<file path="src/rtl/axi_cmd_initiator_pkg.sv">
// Shared types for the single-outstanding AXI command initiator: FSM states,
// AXI response/burst encodings and the default AXI channel/request/response structs.
package axi_cmd_initiator_pkg;

    localparam int unsigned AXI_ADDR_W = 48;
    localparam int unsigned AXI_DATA_W = 64;
    localparam int unsigned AXI_ID_W   = 2;
    localparam int unsigned AXI_USER_W = 1;

    typedef enum logic [2:0] {
        IDLE,
        WR_ADDR_DATA,
        WAIT_B,
        RD_ADDR,
        WAIT_R,
        RESP
    } state_e;

    localparam logic [1:0] RESP_OKAY   = 2'b00;
    localparam logic [1:0] RESP_EXOKAY = 2'b01;
    localparam logic [1:0] RESP_SLVERR = 2'b10;
    localparam logic [1:0] RESP_DECERR = 2'b11;

    localparam logic [1:0] BURST_INCR = 2'b01;

    typedef struct packed {
        logic [AXI_ID_W-1:0]   id;
        logic [AXI_ADDR_W-1:0] addr;
        logic [7:0]            len;
        logic [2:0]            size;
        logic [1:0]            burst;
        logic                  lock;
        logic [3:0]            cache;
        logic [2:0]            prot;
        logic [3:0]            qos;
        logic [3:0]            region;
        logic [5:0]            atop;
        logic [AXI_USER_W-1:0] user;
    } axi_aw_chan_t;

    typedef struct packed {
        logic [AXI_ID_W-1:0]   id;
        logic [AXI_ADDR_W-1:0] addr;
        logic [7:0]            len;
        logic [2:0]            size;
        logic [1:0]            burst;
        logic                  lock;
        logic [3:0]            cache;
        logic [2:0]            prot;
        logic [3:0]            qos;
        logic [3:0]            region;
        logic [AXI_USER_W-1:0] user;
    } axi_ar_chan_t;

    typedef struct packed {
        logic [AXI_DATA_W-1:0]   data;
        logic [AXI_DATA_W/8-1:0] strb;
        logic                    last;
        logic [AXI_USER_W-1:0]   user;
    } axi_w_chan_t;

    typedef struct packed {
        logic [AXI_ID_W-1:0]   id;
        logic [1:0]            resp;
        logic [AXI_USER_W-1:0] user;
    } axi_b_chan_t;

    typedef struct packed {
        logic [AXI_ID_W-1:0]   id;
        logic [AXI_DATA_W-1:0] data;
        logic [1:0]            resp;
        logic                  last;
        logic [AXI_USER_W-1:0] user;
    } axi_r_chan_t;

    typedef struct packed {
        axi_aw_chan_t aw;
        logic         aw_valid;
        axi_w_chan_t  w;
        logic         w_valid;
        logic         b_ready;
        axi_ar_chan_t ar;
        logic         ar_valid;
        logic         r_ready;
    } axi_req_t;

    typedef struct packed {
        logic        aw_ready;
        logic        ar_ready;
        logic        w_ready;
        logic        b_valid;
        axi_b_chan_t b;
        logic        r_valid;
        axi_r_chan_t r;
    } axi_rsp_t;

    // AXI size field: log2 of the number of bytes per beat.
    function automatic logic [2:0] beat_size(input int unsigned data_width);
        return 3'($clog2(data_width / 8));
    endfunction

endpackage

</file>
<file path="src/rtl/axi_cmd_initiator.sv">
// Single-outstanding AXI4 initiator: one command in, one single-beat AXI
// transaction out, one response back. Handshakes are valid/ready: a transfer
// happens on a rising edge where both are high; valid never drops before ready.
module axi_cmd_initiator
    import axi_cmd_initiator_pkg::*;
#(
    parameter int unsigned AxiAddrWidth  = AXI_ADDR_W,
    parameter int unsigned AxiDataWidth  = AXI_DATA_W,
    parameter int unsigned AxiIdWidth    = AXI_ID_W,
    parameter int unsigned AxiUserWidth  = AXI_USER_W,
    parameter int unsigned TxnId         = 0,
    parameter int unsigned TimeoutCycles = 1024,
    parameter type         req_t         = axi_req_t,
    parameter type         rsp_t         = axi_rsp_t
) (
    input  logic                      clk_i,
    input  logic                      rst_i,
    input  logic                      cmd_valid_i,
    output logic                      cmd_ready_o,
    input  logic                      cmd_write_i,
    input  logic [AxiAddrWidth-1:0]   cmd_addr_i,
    input  logic [AxiDataWidth-1:0]   cmd_wdata_i,
    input  logic [AxiDataWidth/8-1:0] cmd_strb_i,
    output logic                      rsp_valid_o,
    input  logic                      rsp_ready_i,
    output logic [AxiDataWidth-1:0]   rsp_rdata_o,
    output logic                      rsp_err_o,
    output logic                      busy_o,
    output logic                      timeout_o,
    output req_t                      req_o,
    input  rsp_t                      rsp_i
);

    localparam int unsigned CntWidth = (TimeoutCycles > 0) ? $clog2(TimeoutCycles + 1) : 1;
    localparam logic [CntWidth-1:0]   CntMax = CntWidth'(TimeoutCycles);
    localparam logic [AxiIdWidth-1:0] IdVal  = AxiIdWidth'(TxnId);
    localparam logic [2:0]            SizeVal = beat_size(AxiDataWidth);

    state_e                    state_q, state_d;
    logic [AxiAddrWidth-1:0]   addr_q;
    logic [AxiDataWidth-1:0]   wdata_q;
    logic [AxiDataWidth/8-1:0] strb_q;
    logic                      aw_done_q, aw_done_d;
    logic                      w_done_q, w_done_d;
    logic [AxiDataWidth-1:0]   rdata_q, rdata_d;
    logic                      err_q, err_d;
    logic [CntWidth-1:0]       cnt_q, cnt_d;
    logic                      timeout_q, timeout_d;
    logic                      waiting;
    logic                      cmd_hs;

    // Response fields that carry no meaning for this initiator.
    logic unused_rsp_bits;
    assign unused_rsp_bits = ^{rsp_i.b.resp[0], rsp_i.b.user, rsp_i.r.resp[0], rsp_i.r.user};

    assign cmd_hs  = (state_q == IDLE) && cmd_valid_i;
    assign waiting = (state_q == WR_ADDR_DATA) || (state_q == WAIT_B) ||
                     (state_q == RD_ADDR) || (state_q == WAIT_R);

    always_ff @(posedge clk_i) begin
        if (rst_i) begin
            state_q   <= IDLE;
            addr_q    <= '0;
            wdata_q   <= '0;
            strb_q    <= '0;
            aw_done_q <= 1'b0;
            w_done_q  <= 1'b0;
            rdata_q   <= '0;
            err_q     <= 1'b0;
            cnt_q     <= '0;
            timeout_q <= 1'b0;
        end else begin
            state_q   <= state_d;
            aw_done_q <= aw_done_d;
            w_done_q  <= w_done_d;
            rdata_q   <= rdata_d;
            err_q     <= err_d;
            cnt_q     <= cnt_d;
            timeout_q <= timeout_d;
            if (cmd_hs) begin
                addr_q  <= cmd_addr_i;
                wdata_q <= cmd_wdata_i;
                strb_q  <= cmd_strb_i;
            end
        end
    end

    // Next state and all outputs; AXI fields are only non-zero while their channel is live.
    always_comb begin
        state_d     = state_q;
        aw_done_d   = aw_done_q;
        w_done_d    = w_done_q;
        rdata_d     = rdata_q;
        err_d       = err_q;
        req_o       = '0;
        cmd_ready_o = 1'b0;
        rsp_valid_o = 1'b0;

        case (state_q)
            IDLE: begin
                cmd_ready_o = 1'b1;
                if (cmd_valid_i) begin
                    aw_done_d = 1'b0;
                    w_done_d  = 1'b0;
                    state_d   = cmd_write_i ? WR_ADDR_DATA : RD_ADDR;
                end
            end
            WR_ADDR_DATA: begin
                req_o.aw_valid  = !aw_done_q;
                req_o.aw.id     = IdVal;
                req_o.aw.addr   = addr_q;
                req_o.aw.len    = 8'd0;
                req_o.aw.size   = SizeVal;
                req_o.aw.burst  = BURST_INCR;
                req_o.aw.user   = {AxiUserWidth{1'b0}};
                req_o.w_valid   = !w_done_q;
                req_o.w.data    = wdata_q;
                req_o.w.strb    = strb_q;
                req_o.w.last    = 1'b1;
                if (!aw_done_q && rsp_i.aw_ready) aw_done_d = 1'b1;
                if (!w_done_q && rsp_i.w_ready)   w_done_d  = 1'b1;
                if (aw_done_d && w_done_d)        state_d   = WAIT_B;
            end
            WAIT_B: begin
                req_o.b_ready = 1'b1;
                if (rsp_i.b_valid) begin
                    err_d   = rsp_i.b.resp[1] || (rsp_i.b.id != IdVal);
                    rdata_d = '0;
                    state_d = RESP;
                end
            end
            RD_ADDR: begin
                req_o.ar_valid = 1'b1;
                req_o.ar.id    = IdVal;
                req_o.ar.addr  = addr_q;
                req_o.ar.len   = 8'd0;
                req_o.ar.size  = SizeVal;
                req_o.ar.burst = BURST_INCR;
                if (rsp_i.ar_ready) state_d = WAIT_R;
            end
            WAIT_R: begin
                req_o.r_ready = 1'b1;
                if (rsp_i.r_valid) begin
                    err_d   = rsp_i.r.resp[1] || (rsp_i.r.id != IdVal) || !rsp_i.r.last;
                    rdata_d = rsp_i.r.data;
                    state_d = RESP;
                end
            end
            RESP: begin
                rsp_valid_o = 1'b1;
                if (rsp_ready_i) state_d = IDLE;
            end
            default: state_d = IDLE;
        endcase
    end

    // Wait-cycle counter saturates at the limit; the timeout flag is sticky until reset.
    always_comb begin
        cnt_d     = cnt_q;
        timeout_d = timeout_q;
        if (state_d == IDLE) begin
            cnt_d = '0;
        end else if (waiting && (cnt_q != CntMax)) begin
            cnt_d = cnt_q + 1'b1;
        end
        if ((TimeoutCycles != 0) && waiting && (cnt_d == CntMax)) begin
            timeout_d = 1'b1;
        end
    end

    assign rsp_rdata_o = rdata_q;
    assign rsp_err_o   = err_q;
    assign busy_o      = (state_q != IDLE);
    assign timeout_o   = timeout_q;

endmodule

</file>
<file path="config.mk">
export PLATFORM = sky130hd
export DESIGN_NAME = axi_cmd_initiator
export DESIGN_NICKNAME = d
export VERILOG_FILES = /design/src/rtl/axi_cmd_initiator_pkg.sv /design/src/rtl/axi_cmd_initiator.sv
export SDC_FILE = /design/constraint.sdc
export NUM_CORES = 1
export LEC_CHECK = 0
export ABC_AREA = 1
export BUFFER_PORTS_ARGS = -buffer_cell sky130_fd_sc_hd__buf_2
export CAP_MARGIN = 40
export CORE_AREA = 3 3 200 202
export DETAILED_ROUTE_END_ITERATION = 8
export DIE_AREA = 0 0 203 205
export GPL_TIMING_DRIVEN = 0
export PLACE_DENSITY = 0.57
export SLEW_MARGIN = 30
export SYNTH_ARGS = -nofsm -noshare
export SYNTH_HDL_FRONTEND = slang
export SYNTH_SLANG_ARGS = --single-unit
</file>
<file path="constraint.sdc">
create_clock -name clk_i -period 1.9 [get_ports clk_i]
set_input_delay 0.285 -clock clk_i [delete_from_list [all_inputs] [get_ports clk_i]]
set_output_delay 0.285 -clock clk_i [all_outputs]
set_load 0.005 [all_outputs]
</file>
======== Yosys cells after proc, flatten, opt, wreduce, memory -nomap -nowiden ========
Index checks and enable logic that the tools add are counted.
Widths: inputs -> output; s select.
cells by class
  muxes and demuxes ....................... 32
  reductions and logical operators ........ 24
  add/subtract/negate cells ............... 1
  equal/unequal tests ..................... 10
operators with widths
  kind                   count
  $mux 64                2
  $pmux 64 s2            1
  $mux 61                2
  $mux 74                1
  $mux 11                2
  $mux 3                 6
  $pmux 3 s6             1
  $mux 1                 13
  $add 11x1->11 const B  1
  $eq 11x11->1 const B   1
  $ne 11x11->1 const B   1
  $reduce_bool 2->1      4
  $eq 3x2->1 const B     2
  $eq 3x3->1 const B     2
  $logic_and 1x1->1      6
  $logic_not 3->1        2
  $logic_or 1x1->1       6
  $ne 2x2->1 const B     3
  $pmux 1 s2             3
  $eq 3x1->1 const B     1
  $logic_not 1->1        3
  $reduce_and 3->1       1
  $reduce_bool 3->1      1
  $mux 2                 1
  $reduce_and 2->1       1
storage, ports and cells
  logic and storage cells ................. 77
  output and inout bits ................... 314
  register bits ........................... 202
  input bits .............................. 205

======== Longest topological paths before layout ========
Gate-level depths: netlist of the first run.
  depth in word-level cells ............... 11
  mapped depth ............................ 14
  depth with buffers taken out ............ 14

======== Worst setup path before layout of the first run ========
No wires, ideal clock.
  path kind ............................... register -> output
  start point ............................. register state_q[2]
  end point ............................... output req_o[19] (netlist name)
  path slack .............................. 0.220 ns
  required time ........................... 1.615 ns
  path buffers ............................ 3
  data arrival time ....................... 1.395 ns
  stages on the path, launching flop included .. 7
  cells stage by stage .................... dfxtp_1 inv_2 nand3_2 clkbuf_1 buf_1 inv_1 buf_4
RTL lines
  element                 RTL line                 text
  start, declared         axi_cmd_initiator.sv:39  state_e state_q, state_d;
  start signal, assigned  axi_cmd_initiator.sv:73  state_q <= state_d;
  end, declared           axi_cmd_initiator.sv:30  output req_t req_o,

==> results_dict.tcl, run 1 <==
set metrics [dict create \
    row_count 72 \
    drv_slew 0 \
    viasPerCell 4.28 \
    cpPeakStageDelay_ns 0.35 \
    critical_path.endpoint_type "primary output" \
    violations "setup timing" \
    synth-seq-cells 202 \
    min_period_over_period_pct 108 \
    fill_cells 4062 \
    cts_tree "built" \
    wire_per_inst_microns 15.7 \
    syn_inst 1292 \
    ctsRootBufferMaster "clkbuf_16" \
    critPathLaunchType "register" \
    whs_ns 0.0271 \
    critPathTopFamily "buffers and inverters" \
    io_buffers 448 \
    antenna_cells 0 \
    drcViolationCount 0 \
    p_sw_share_pct 35.2 \
    crit_top_cell "clkbuf_16" \
    hold_class "in2reg" \
    syn_area_per_cell_sq_um 6.93 \
    ys_types 29 \
    worst_slack_ns -0.153 \
    period_needed_ns 2.05 \
    clk_pin_slew_ns 0.06 \
    grt_max_degree 20 \
    yosys_warnings 0 \
    p_leak_uw 0.00708 \
    p_comb_share_pct 36.0 \
    drv_cap 0 \
    worstPathRequired_ns 1.62 \
    die_h_microns 205 \
    place_congestion 0.896 \
    pre_cts_slack_ns -0.828 \
    drtPass1Iterations 4 \
    drt_iter0_drc 411 \
    cts_buffers 25 \
    clock-skew-final_ns 0.00830 \
    tightest_slew_ns 0.779 \
    hold_viol_final 0 \
    rsz0062_at_grt "true" \
    grt_pass1_vias 9918 \
    seq_area_frac_synth_pct 45.2 \
    dpl_cell_area_sq_um 12100 \
    synth_top_area_share_pct 45.2 \
    ir_worst_vdd_v 0.000585 \
    cp_slowest_cell "dfxtp_4" \
    max_freq_mhz 487 \
    setup_viol 144 \
    cp.arrival_ns 1.77 \
    die-area_sq_um 41600 \
    synth.area.top_cells "dfxtp_1, a21oi_1, nor2_1, o21ai_0, nand2_1" \
    wirelength_microns 38200 \
    syn_to_final_growth_pct 62.8 \
    synth_area_sq_um 8960 \
    pwr-share-clk_pct 30.2 \
    grt_overflow_total 0 \
    nNetsFinal 2109 \
    layout-drive-gt1-share_pct 38.8 \
    cp_num_buf_inv 4 \
    grt_pass1_wl_microns 55600 \
    clk_latency_ns 0.52 \
    power_density_nw_per_um2 1080 \
    cts-htree-levels 1 \
    seqPwrFrac_pct 33.8 \
    hpwl_microns 28800 \
    ant_nets 0 \
    synth_top_cell_by_area "dfxtp_1" \
    grt_use_total_pct 16.8 \
    core-area_sq_um 38500 \
    intPower_uw 10200 \
    antenna_found_initial 5 \
    vias 10423 \
    start_util_pct 23.3 \
    power_uw 15700 \
    cp_cell_sequence "inv_4, nand3_4, clkbuf_16, clkbuf_16, nor2_4, buf_2" \
    clockBufferDepth 3 \
    cp_max_fo 8 \
    die_w_microns 203 \
    path_class "reg2out" \
    fin_area_sq_um 14600 \
    slew_headroom_pct 47.4 \
    ios 519 \
    p_switching_uw 5550 \
    status "finished, violations left" \
    cts.sinks 202 \
]
## metal layers
metal	up-vias	wire [microns]	GRT usage [%]
li1	5159	-	-
met1	4752	15200	19.2
met2	442	19100	30.8
met3	68	2810	4.21
met4	2	1170	5.30
met5	-	11	0
## worst min-delay path, cell delays in order
cell,delay [ns]
buf_2,0.08
a21oi_1,0.06
nor2_1,0.09
## per-stage QoR
step | instances | utilization (%) | setup TNS (ns)
after floorplan | 1356 | - | 0
after CTS | 2424 | 36.3 | -16.76
after detailed placement | 2324 | 31.5 | -85.20
after global routing | 2437 | 37.9 | -28.76
final | 2437 | 37.9 | -12.29
after global placement | 2322 | 31.4 | -82.29
## placed cells by master (no fill, tap or decap), drive strengths merged
| cell | instances |
|---|---|
| nor2 | 243 |
| bufinv | 2 |
| clkinv | 3 |
| nand2 | 161 |
| ha | 2 |
| dlygate4sd3 | 47 |
| nand4 | 4 |
| xnor2 | 1 |
| dfxtp | 202 |
| o21ai | 155 |
| xor2 | 1 |
| a21oi | 190 |
| nor3 | 3 |
| clkbuf | 110 |
| nand3 | 15 |
| nand3b | 2 |
| inv | 156 |
| o41ai | 1 |
| o211ai | 1 |
| buf | 555 |
| conb | 65 |
## cell usage after synthesis
cell type and number:
conb_1 1, o41ai_1 1, dfxtp_1 202, nand3_1 13, nand2_4 1, clkbuf_1 78
nand3_2 2, xor2_1 1, o211ai_1 1, o21ai_1 1, nor3_1 3, a21oi_2 1
a21oi_1 189, inv_1 150, nand2_2 4, nand4_1 4, buf_1 2, inv_2 6
clkbuf_2 1, nand2_1 156, nand3b_1 2, nor2_1 241, buf_2 1, o21ai_0 154
xnor2_1 1, buf_6 1, ha_1 2, buf_4 71, nor2_2 2
## state kept, by name, summed over array words and instances (netlist names)
signal	cells
timeout_o	1
state_q	3
w_done_q	1
cnt_q	11
aw_done_q	1
addr_q	48
rsp_err_o	1
wdata_q	64
strb_q	8
rsp_rdata_o	64
## cells by family (layout without fill, tap and decap cells)
group	count (synthesis)	in the layout	synth area share, %
compound gates	347	347	19.5
buf+inv	310	873	16.1
fa+ha+maj	2	2	0.279
other cells	1	65	0.0419
flops	202	202	45.2
simple gates	428	428	18.7
xor+xnor	2	2	0.196
## path summary, 6_finish.rpt
kind / start / end / slack, ns / cells after the start
worst max register to register: state_q[2] / timeout_o / -0.03 / 15
worst min register to register: wdata_q[4] / wdata_q[4] / 0.45 / 2
worst max-delay path: state_q[2] / req_o[237] / -0.15 / 6
worst min-delay path: rsp_i[16] / rsp_rdata_o[12] / 0.03 / 3
## layout make-up
type / count / area [sq um] / area share (%)
multi-input cells: 844 / 4180 / 28.7
flip-flops and latches: 202 / 4060 / 27.8
repair buffers: 520 / 3090 / 21.2
plain buffers: 153 / 1180 / 8.08
clock buffers: 39 / 738 / 5.06
well taps: 518 / 648 / 4.45
inverters: 156 / 601 / 4.12
clock inverters: 5 / 78.8 / 0.541
## power groups by stage
stage	clock network, uW	registers [uW]	logic (uW)
finish	4750	5320	5670
global route	5080	5390	6230
CTS	4900	5320	5100
detailed placement	0	5390	4410
global placement	0	5370	4330
floorplan	0	5350	2610
## repair_timing
action / 4_1_cts / 5_1_grt
hold buffers: 47 / 0
pin swaps: 3 / 3
buffers inserted: 8 / 8
endpoints found under the hold margin: 47 / 0
setup endpoints to repair: 331 / 318
cloned: 2 / 5
resized for setup: 146 / 176
Power figures use the tool's default switching activity.
==> run 2: changes to the inputs <==
--- a/config.mk
+++ b/config.mk
@@ -5,12 +5,11 @@
 export SDC_FILE = /design/constraint.sdc
 export NUM_CORES = 1
 export LEC_CHECK = 0
-export ABC_AREA = 1
 export BUFFER_PORTS_ARGS = -buffer_cell sky130_fd_sc_hd__buf_2
 export CAP_MARGIN = 40
-export CORE_AREA = 3 3 200 202
+export CORE_AREA = 3 3 201 203
 export DETAILED_ROUTE_END_ITERATION = 8
-export DIE_AREA = 0 0 203 205
+export DIE_AREA = 0 0 204 206
 export GPL_TIMING_DRIVEN = 0
 export PLACE_DENSITY = 0.57
 export SLEW_MARGIN = 30
==> results_dict.tcl, run 2 <==
set metrics [dict create \
    status "finished, violations left" \
    synth_top_area_share_pct 44.5 \
    power_density_nw_per_um2 801 \
    async_flop_share_pct 0 \
    seqPwrFrac_pct 34.6 \
    worstPathRequired_ns 1.62 \
    worst_slack_ns -0.532 \
    violations "setup timing" \
    grt_max_degree 13 \
    grt_pass1_wl_microns 57600 \
    clk_latency_ns 0.52 \
    row_count 72 \
    drcViolationCount 0 \
    place_congestion 0.869 \
    nNetsFinal 2132 \
    drv_cap 0 \
    cpPeakStageDelay_ns 0.41 \
    hold_class "in2reg" \
    antenna_found_initial 2 \
    vias 10779 \
    critPathLaunchType "register" \
    layout_common_cells "buf_2, nand2_1, dfxtp_1" \
    antenna_cells 0 \
    synth.area.top_cells "dfxtp_1, and2_1, nand2_1, a21oi_1, buf_4" \
    cp_max_fo 7 \
    viasPerCell 4.39 \
    synth-seq-cells 202 \
    ys_dominant_reg_cell "dfxtp_1" \
    clock-skew-final_ns 0.0172 \
    ant_nets 0 \
    syn_to_final_growth_pct 89.8 \
    grt_use_total_pct 17.4 \
    ys_types 44 \
    power_uw 13800 \
    grt_overflow_total 0 \
    min_period_over_period_pct 128 \
    synth-edff-count 0 \
    start_util_pct 23.5 \
    drt_iter0_drc 495 \
    cts_buffers 25 \
    clk_pin_slew_ns 0.06 \
    syn_inst 1173 \
    die_h_microns 206 \
    hpwl_microns 29100 \
    cp_cell_sequence "or3_4, clkinvlp_4, buf_12, clkbuf_16, clkbuf_16, and2_4, buf_6" \
    fill_cells 3699 \
    cp_slowest_cell "or3_4" \
    rsz0062_at_grt "true" \
    p_switching_uw 4100 \
    clockBufferDepth 3 \
    drtPass1Iterations 5 \
    path_class "reg2out" \
    max_freq_mhz 411 \
    core-area_sq_um 38600 \
    p_comb_share_pct 30.0 \
    ctsRootBufferMaster "clkbuf_16" \
    slew_headroom_pct 47.6 \
    p_leak_uw 0.00803 \
    crit_top_cell "clkbuf_16" \
    io_buffers 449 \
    synth_most_common_cell "nand2_1" \
    pre_cts_slack_ns -1.17 \
    ios 519 \
    drv_slew 0 \
    ir_worst_vdd_v 0.000536 \
    multi_input_area_sq_um 4970 \
    die-area_sq_um 42000 \
    intPower_uw 9700 \
    critical_path.endpoint_type "primary output" \
    seq_area_frac_synth_pct 44.5 \
    pwr-share-clk_pct 35.4 \
    wirelength_microns 42800 \
    synth_area_sq_um 9080 \
    grt_pass1_vias 10088 \
    p_sw_share_pct 29.7 \
    tightest_slew_ns 0.786 \
    layout-drive-gt1-share_pct 44.7 \
    yosys_warnings 0 \
    synth_common_cells "nand2_1, dfxtp_1, and2_1" \
    cts_tree "built" \
    die_w_microns 204 \
    cp.arrival_ns 2.15 \
    syn_area_per_cell_sq_um 7.74 \
    period_needed_ns 2.43 \
    final_common_cell "buf_2" \
    hold_viol_final 0 \
    setup_viol 292 \
    cts-htree-levels 1 \
    wire_per_inst_microns 17.4 \
    cts.sinks 202 \
    synth_top_cell_by_area "dfxtp_1" \
    seq_area_sq_um 4050 \
]
## run 2: repair_timing
item / 4_1_cts / 5_1_grt
cloned: 9 / 12
gates resized for setup: 208 / 331
hold buffers: 152 / 0
endpoints found under the hold margin: 152 / 0
pin swaps: 38 / 69
endpoints found under the setup margin: 380 / 373
setup buffers: 17 / 26
## run 2: final cells by class
class	count	area share (%)
Timing Repair Buffer	668	30.5
Tap cell	518	3.76
Inverter	9	0.261
Multi-Input combinational cell	864	28.9
Sequential cell	202	23.5
Clock inverter	9	0.755
Clock buffer	33	4.10
Buffer	155	8.28
## run 2: kinds of logic after synthesis
logic type / count (synthesis) / synth area share, %
buffers and inverters: 171 / 10.5
XOR/XNOR: 12 / 1.16
AO/OA/AOI/OAI: 209 / 13.1
other: 1 / 0.0413
multiplexers: 4 / 0.441
AND/OR/NAND/NOR: 572 / 29.9
adder cells (fa/ha/maj): 2 / 0.276
flip-flops: 202 / 44.5
## run 2: stage by stage
step | TNS, ns | instances | hold WS (ns) | instance area [sq um] | util, %
6_report | -81.51 | 2458 | 0.0231 | 17200 | 44.6
5_1_grt | -109.93 | 2458 | 0.00130 | 17200 | 44.6
4_1_cts | -117.59 | 2427 | 0.000680 | 15700 | 40.7
3_5_place_dp | -163.62 | 2209 | 0.442 | 12300 | 31.7
3_3_place_gp | -199.40 | 2204 | 0.436 | 12200 | 31.6
2_1_floorplan | 0 | 1237 | 0.421 | 9320 | -
## run 2: final timing paths
path                                startpoint     endpoint  slack [ns]  cells after the start
worst min-delay path            cmd_addr_i[29]   addr_q[29]        0.02                      3
worst min register to register     wdata_q[58]  wdata_q[58]        0.45                      2
worst max-delay path                state_q[2]   req_o[138]       -0.53                      7
worst max register to register      state_q[1]  wdata_q[16]       -0.14                     11
## run 2: worst max-delay path: cells and delay by family (launching register included)
family / cells / cell delay [ns]
flops: 1 / 0.37
buf+inv: 5 / 0.68
simple gates: 2 / 0.57
## run 2: per-layer routing
metal	global-route usage (%)	share of wire, %	up-vias
li1	-	-	5181
met1	20.0	39	5063
met2	32.1	52	446
met3	3.48	6.6	87
met4	5.85	3.3	2
met5	0	0.047	-
## run 2: power groups by stage
| stage | Clock, uW | Sequential (uW) | Combinational (uW) |
|---|---|---|---|
| CTS | 5010 | 4760 | 3300 |
| global placement | 0 | 4810 | 2340 |
| floorplan | 0 | 4750 | 1370 |
| finish | 4880 | 4780 | 4150 |
| detailed placement | 0 | 4820 | 2390 |
| global route | 5180 | 4810 | 4460 |
